==> src/rtl/pipe_hazard_ctrl.sv <==
// pipe_hazard_ctrl: MIPS-32 stall/flush/halt sequencer (HAZ_PERF_EN adds stall/flush/wait counters)
module pipe_hazard_ctrl #(
  parameter int BR_PENALTY  = 2,
  parameter int DRAIN_DEPTH = 3
`ifdef HAZ_PERF_EN
  , parameter int CNT_W     = 16
`endif
) (
  input  logic       clk,
  input  logic       rst_n,
  input  logic [4:0] id_rs,
  input  logic [4:0] id_rt,
  input  logic       id_uses_rs,
  input  logic       id_uses_rt,
  input  logic       id_is_halt,
  input  logic [4:0] ex_rd,
  input  logic       ex_is_load,
  input  logic       ex_branch_taken,
  input  logic       mem_wait,
  input  logic       resume,
  output logic       pc_en,
  output logic       pc_sel_branch,
  output logic       if_id_en,
  output logic       if_id_flush,
  output logic       id_ex_bubble,
  output logic       freeze,
  output logic       halted
`ifdef HAZ_PERF_EN
  , output logic [CNT_W-1:0] stall_cnt,
  output logic [CNT_W-1:0] flush_cnt,
  output logic [CNT_W-1:0] wait_cnt
`endif
);
  localparam int MAXP = BR_PENALTY > DRAIN_DEPTH ? BR_PENALTY : DRAIN_DEPTH;
  localparam int CW = $clog2(MAXP + 1);
  localparam logic [CW-1:0] BR_RELOAD = CW'(BR_PENALTY - 1);
  localparam logic [CW-1:0] DR_RELOAD = CW'(DRAIN_DEPTH - 1);
  typedef enum logic [1:0] {RUN, FLUSH, DRAIN, HALTED} state_e;
  state_e state_q, state_d;
  logic [CW-1:0] cnt_q, cnt_d;
  logic lu;
  assign lu = ex_is_load && ex_rd != 5'd0 &&
              ((id_uses_rs && ex_rd == id_rs) || (id_uses_rt && ex_rd == id_rt));
  // State and remaining-cycle counter; reset aborts any sequence in flight
  always_ff @(posedge clk or negedge rst_n) begin
    if (!rst_n) begin
      state_q <= RUN;
      cnt_q   <= '0;
    end else begin
      state_q <= state_d;
      cnt_q   <= cnt_d;
    end
  end
  // Next state and enables; priority mem_wait > branch > load-use > halt
  always_comb begin
    state_d       = state_q;
    cnt_d         = cnt_q;
    pc_en         = 1'b1;
    pc_sel_branch = 1'b0;
    if_id_en      = 1'b1;
    if_id_flush   = 1'b0;
    id_ex_bubble  = 1'b0;
    freeze        = 1'b0;
    halted        = 1'b0;
    if (!rst_n) begin
      pc_en        = 1'b0;
      if_id_en     = 1'b0;
      if_id_flush  = 1'b1;
      id_ex_bubble = 1'b1;
      state_d      = RUN;
      cnt_d        = '0;
    end else if (mem_wait) begin
      freeze   = 1'b1;
      pc_en    = 1'b0;
      if_id_en = 1'b0;
      halted   = state_q == HALTED;
    end else if (ex_branch_taken && state_q != HALTED) begin
      pc_sel_branch = 1'b1;
      if_id_flush   = 1'b1;
      id_ex_bubble  = 1'b1;
      state_d       = BR_PENALTY > 1 ? FLUSH : RUN;
      cnt_d         = BR_PENALTY > 1 ? BR_RELOAD : '0;
    end else begin
      case (state_q)
        RUN: begin
          if (lu || id_is_halt) begin
            pc_en        = 1'b0;
            if_id_en     = 1'b0;
            id_ex_bubble = 1'b1;
          end
          if (!lu && id_is_halt) begin
            state_d = DRAIN_DEPTH > 1 ? DRAIN : HALTED;
            cnt_d   = DRAIN_DEPTH > 1 ? DR_RELOAD : '0;
          end
        end
        FLUSH: begin
          if_id_flush  = 1'b1;
          id_ex_bubble = 1'b1;
          cnt_d        = cnt_q - 1'b1;
          state_d      = cnt_q <= CW'(1) ? RUN : FLUSH;
        end
        DRAIN: begin
          pc_en        = 1'b0;
          if_id_en     = 1'b0;
          id_ex_bubble = 1'b1;
          cnt_d        = cnt_q - 1'b1;
          state_d      = cnt_q <= CW'(1) ? HALTED : DRAIN;
        end
        HALTED: begin
          halted       = 1'b1;
          pc_en        = resume;
          if_id_en     = 1'b0;
          id_ex_bubble = 1'b1;
          if_id_flush  = resume;
          state_d      = resume ? RUN : HALTED;
        end
      endcase
    end
  end
`ifdef HAZ_PERF_EN
  logic stall_ev;
  assign stall_ev = state_q == RUN && !mem_wait && !ex_branch_taken && lu;
  // Saturating event counters
  always_ff @(posedge clk or negedge rst_n) begin
    if (!rst_n) begin
      stall_cnt <= '0;
      flush_cnt <= '0;
      wait_cnt  <= '0;
    end else begin
      if (stall_ev && !(&stall_cnt)) stall_cnt <= stall_cnt + 1'b1;
      if (if_id_flush && !(&flush_cnt)) flush_cnt <= flush_cnt + 1'b1;
      if (mem_wait && !(&wait_cnt)) wait_cnt <= wait_cnt + 1'b1;
    end
  end
`endif
endmodule

==> config.mk <==
export PLATFORM = sky130hd
export DESIGN_NAME = pipe_hazard_ctrl
export DESIGN_NICKNAME = d
export VERILOG_FILES = /design/src/rtl/pipe_hazard_ctrl.sv
export SDC_FILE = /design/constraint.sdc
export NUM_CORES = 1
export LEC_CHECK = 0
export CELL_PAD_IN_SITES_DETAIL_PLACEMENT = 1
export CELL_PAD_IN_SITES_GLOBAL_PLACEMENT = 1
export CORE_ASPECT_RATIO = 1.1
export CORE_UTILIZATION = 30
export DETAILED_ROUTE_END_ITERATION = 10
export MAX_ROUTING_LAYER = met4
export PLACE_DENSITY_LB_ADDON = 0.25
export SYNTH_ARGS = -nofsm -noshare
export SYNTH_HDL_FRONTEND = slang
export SYNTH_SLANG_ARGS = --single-unit
==> constraint.sdc <==
create_clock -name clk -period 4.3 [get_ports clk]
set_clock_uncertainty 0.05 [all_clocks]
set_input_delay 1.29 -clock clk [delete_from_list [all_inputs] [get_ports clk]]
set_output_delay 1.29 -clock clk [all_outputs]
set_load 0.005 [all_outputs]
=== Word level (Yosys, flattened, before mapping) ===
Cells that the tools add are included.
W data, S select, Z words.

* Bits in registers: 4
* Bits in latches: 0
* RAM bits: 0
* Memory bits (read-only): 0
* Input bits: 24
* Output and inout port bits: 7
* Word-level logic and storage cells: 68
* Memories kept: 0

* $add $sub $neg: 1
* Multiply operators: 0
* Div/mod/pow operators: 0
* Magnitude comparators: 1
* Equal/unequal tests: 9
* Shifts and indexed selects: 0
* Mux-type cells: 39
* Bitwise logic cells: 0
* Reductions and logical operators: 16

{| class="wikitable"
|+ Operators with widths
! kind !! number
|-
| $mux W1 || 25
|-
| $mux W2 || 8
|-
| $eq A5 B5 Y1 || 2
|-
| $pmux W2 S4 || 1
|-
| $logic_and A1 B1 Y1 || 6
|-
| $pmux W1 S2 || 3
|-
| $reduce_bool A5 Y1 || 1
|-
| $eq A2 B2 Y1 const B || 2
|-
| $ne A2 B2 Y1 const B || 2
|-
| $ne A4 B2 Y1 const B || 1
|-
| $ne A4 B4 Y1 const B || 1
|-
| $pmux W2 S2 || 1
|-
| $reduce_or A2 Y1 || 2
|-
| $pmux W1 S3 || 1
|-
| $reduce_and A3 Y1 || 1
|-
| $reduce_or A3 Y1 || 1
|-
| $eq A2 B1 Y1 const B || 1
|-
| $le A2 B1 Y1 const B || 1
|-
| $logic_not A2 Y1 || 1
|-
| $logic_or A1 B1 Y1 || 2
|-
| $reduce_and A2 Y1 || 1
|-
| $sub A2 B1 Y2 const B || 1
|-
| $logic_not A1 Y1 || 1
|}

=== Logic depth before layout (Yosys ltp) ===
* Depth in word-level cells: 11
* Mapped depth: 7

=== Least setup slack after synthesis ===
No wires, ideal clock.

* Path type: input to output
* From: input port ex_rd[1]
* To: output port pc_en
* Data arrival time: 2363 ps
* Required time: 2960 ps
* Slack: 597 ps
* Cell stages on the path: 4
* Buffers on the path: 0
* Path through: or4_4 > o211ai_4 > nand2_1 > a31oi_1

* Cells in the longest elaborated chain, start to end: 10
* Elaborated cells between the ends (all ways): 14
* Classes of those cells: eq/ne (2); mux (5); reduce/logical (7)

{| class="wikitable"
|+ RTL lines
! item !! line !! source
|-
| start, declared || 16 || <nowiki>input logic [4:0] ex_rd,</nowiki>
|-
| $eq A5 B5 Y1 || 43 || <nowiki>((id_uses_rs && ex_rd == id_rs) || (id_uses_rt && ex_rd == id_rt));</nowiki>
|-
| $logic_and A1 B1 Y1 || 43 ||
|-
| $logic_or A1 B1 Y1 || 43 ||
|-
| $logic_and A1 B1 Y1 * || 42 || <nowiki>assign lu = ex_is_load && ex_rd != 5'd0 &&</nowiki>
|-
| $logic_or A1 B1 Y1 * || 86 || <nowiki>if (lu || id_is_halt) begin</nowiki>
|-
| $mux W1 * || 86 ||
|-
| $pmux W1 S3 * || 84 || <nowiki>case (state_q)</nowiki>
|-
| $mux W1 * || 77 || <nowiki>end else if (ex_branch_taken && state_q != HALTED) begin</nowiki>
|-
| $mux W1 * || 72 || <nowiki>end else if (mem_wait) begin</nowiki>
|-
| $mux W1 * || 65 || <nowiki>if (!rst_n) begin</nowiki>
|-
| end, declared || 21 || <nowiki>output logic pc_en,</nowiki>
|}

Mark *: on every way between the ends. The rest lies on a longest branch, timed or not.

=== Worst setup path after layout ===
* From: input port id_rs[4]
* To: output port id_ex_bubble

* Cells in the longest elaborated chain, start to end: 10

{| class="wikitable"
|+ RTL lines
! item !! line !! source
|-
| start, declared || 11 || <nowiki>input logic [4:0] id_rs,</nowiki>
|-
| $eq A5 B5 Y1 || 43 ||
|-
| $logic_and A1 B1 Y1 || 43 ||
|-
| $logic_or A1 B1 Y1 || 43 ||
|-
| $logic_and A1 B1 Y1 || 42 ||
|-
| $logic_or A1 B1 Y1 || 86 ||
|-
| $mux W1 || 86 ||
|-
| $pmux W1 S2 || 84 ||
|-
| $mux W1 || 77 ||
|-
| $mux W1 || 72 ||
|-
| $mux W1 || 65 ||
|-
| end, declared || 25 || <nowiki>output logic id_ex_bubble,</nowiki>
|}

No other way between the ends.

==> reports/summary.txt <==
outcome -> completed
MaxCap Viol Count -> 0
nets -> 152
vias per inst -> 5.07
sum of buffers and inverters on the critical path -> 3
CP delay by family, top -> buffers and inverters
first-pass GRT wire length -> 3550 um
Initial DRC Count -> 7
Synth Net Count -> 109
final setup vio count -> 0
row count -> 17
critical-path maximum fanout -> 2
vias in the first global route -> 769
Slew @ Worst Pin -> 0.369 ns
CP Class -> in -> out
DR pass1 iterations -> 4
DIE AREA -> 2350 um^2
Power Density -> 176 nW/um^2
DRC -> 0
Die W -> 46.4 um
VDD IR max -> 202 uV
n_diodes -> 0
number of H-tree levels -> 1
ranking of synthesized cells by area -> dfrtp_1 (15%), xnor2_1 (13%), ha_1 (12%), nand2_1 (4.6%), a21oi_1 (3.9%)
core area -> 2020 um^2
# clock sinks -> 4
Initial Util -> 32.1%
Final GP Congestion -> 0.882
fin crit share -> 97.9%
clock slew at reported path FFs -> 0.04 ns
Avg Cell Area, Syn -> 8.22 um^2
Placement Setup Slack -> -0.379 ns
Hold Fails Final Rpt -> 0
top cell type's share of synthesized area -> 15.4%
Post-Syn Area -> 649 um^2
routed wl met2 -> 1040 um
library cells used by synthesis -> 33
crit path cell chain -> clkdlybuf4s50_1 > xnor2_1 > nand4_1 > o22ai_2 > o211ai_4 > buf_4 > a31oi_4 > buf_2
largest net degree at the start of global routing -> 11
layout cells sized above 1 -> 17.5%
height of the die -> 50.8 um
Final Max Slew Viols -> 0
minimum clock period -> 4.21 ns
drt wl/cell -> 14.7 um
IO Port Bufs -> 30
hold buffers post-CTS -> 0
root buf cell -> clkbuf_4
number of routed nets with antenna violations -> 0
CP Launch Type -> primary input
top layer in use -> met4
initial antenna violation count -> 0
via count -> 750
grt total ovfl -> 0
synth warn -> 0
RSZ-0062 raised after global routing -> no
Max Fclk -> 0.238 GHz
CP endpoint kind -> output port
Required @ worst endpoint -> 2.96 ns
IO Pins -> 31
Mapped Cells -> 79
total CTS buffers -> 3
clk buf depth -> 2
TritonCTS clock tree -> done
clock insertion delay at the later pin of the skew report -> 0.24 ns
slew margin rel. -> 75.4%
Seq/Total Area, Yosys -> 15.4%
number of synthesized register bits -> 4
area of placed instances -> 1040 um^2
P&R area growth vs syn -> 66.1%
DP HPWL -> 1810 um
P_leak -> 0.470 nW
Final WS setup -> 0.0919 ns
cell area after layout -> 1080 um^2
met3 WL -> 57 um
global-route usage over all layers -> 21.7%
Metal-1 WL -> 1060 um
Worst Path Arrival -> 2.87 ns
Hold WC Path Type -> reg -> reg
leading area contributor after synthesis -> dfrtp_1
CP peak stage delay -> 0.49 ns
CP max-delay cell -> clkdlybuf4s50_1
WL final -> 2180 um
## tightest hold or removal path, stage by stage (launching register included)
cell and delay (ns):
dfrtp_1 0.38, a21oi_1 0.06, a21oi_1 0.12
## stage by stage
| step | power [W] | hold WS, ns | std cells | TNS, ns | util [%] |
|---|---|---|---|---|---|
| 2_1_floorplan | 0.0000905 | 0.470 | 79 | 0 | - |
| 3_3_place_gp | 0.000140 | 0.527 | 144 | -0.905 | 51.5 |
| 3_5_place_dp | 0.000143 | 0.545 | 144 | -1.02 | 51.5 |
| 4_1_cts | 0.000192 | 0.557 | 148 | 0 | 53.7 |
| 5_1_grt | 0.000204 | 0.570 | 148 | 0 | 53.4 |
| 6_report | 0.000190 | 0.551 | 148 | 0 | 53.4 |
## cells by family after synthesis
group,count (synthesis),synth area share [%]
flops,4,15.4
simple gates,28,25.4
mux,2,3.85
xor+xnor,10,13.5
compound gates,24,27.4
fa+ha+maj,6,11.6
buf+inv,5,2.89
## repair_timing
action	CTS	global route
pin swaps	5	3
endpoints found under the hold margin	0	0
buffers inserted	1	0
endpoints found under the setup margin	3	1
gates resized for setup	13	1
## worst paths after layout
check                           start            to  slack, ns  cells after the start
setup / recovery             id_rs[4]  id_ex_bubble       0.09                      8
hold / removal               cnt_q[1]      cnt_q[1]       0.55                      2
setup reg to reg           state_q[0]      cnt_q[0]       2.27                      8
hold reg to reg              cnt_q[1]      cnt_q[1]       0.55                      2
max in group asynchronous       rst_n    state_q[0]       2.60                      2
min in group asynchronous       rst_n      cnt_q[0]       1.24                      1
## state kept, by name, indices dropped and copies added, names as in the netlist
name     cells
cnt_q        2
state_q      2
## layout make-up
cell class                 instances  area (um^2)
clock buffer                       3         22.5
inverter                           4         15.0
tap                               28         35.0
multi-input combinational         70          552
timing repair buffer              39          354
fill                             255          942
sequential                         4          100
## cells in the mapped netlist
master / number
or4_4: 1
o211ai_4: 1
nor4b_1: 1
nand2_1: 8
o21ai_0: 3
and2_1: 2
or3b_2: 1
nor2b_1: 2
nand4b_1: 1
mux2i_1: 1
inv_1: 4
o22ai_1: 3
a221o_2: 1
and4b_1: 1
a21oi_1: 5
dfrtp_1: 4
a21o_1: 2
nand3b_1: 1
nor2_1: 3
xnor2_1: 10
a41oi_1: 1
mux2_4: 1
or2_2: 1
a31oi_1: 3
o2111a_1: 1
clkbuf_1: 1
o211ai_1: 1
nand2b_1: 3
o21a_1: 1
a41o_1: 1
ha_1: 6
a211oi_1: 1
nand4_1: 3
## placed cells by master (no fill, tap or decap), types with 2 or more instances in the layout
cell type / Yosys / layout
clkbuf_4: 0 / 3
inv_1: 4 / 4
nor2_1: 3 / 3
xnor2_1: 10 / 10
o21ai_0: 3 / 3
and2_1: 2 / 2
clkdlybuf4s50_1: 0 / 22
a21o_1: 2 / 2
buf_4: 0 / 9
dlygate4sd2_1: 0 / 7
a21oi_1: 5 / 5
o22ai_1: 3 / 2
nand4_1: 3 / 3
nand2b_1: 3 / 3
ha_1: 6 / 6
nand2_1: 8 / 8
nor2b_1: 2 / 2
a31oi_1: 3 / 2
dfrtp_1: 4 / 4
## where the power goes
| group | leakage (nW) | switching (W) | internal [W] |
|---|---|---|---|
| registers | 0.0526 | 0.00000426 | 0.0000413 |
| clock network | 0.0138 | 0.0000162 | 0.0000313 |
| logic | 0.404 | 0.0000434 | 0.0000533 |
## layer usage
layer  up-vias  GRT usage (%)
met4         0           5.88
met2        24           33.6
met3         2           2.16
li1        376              -
met5         -              -
met1       348           29.3
(Power assumes the default switching activity.)
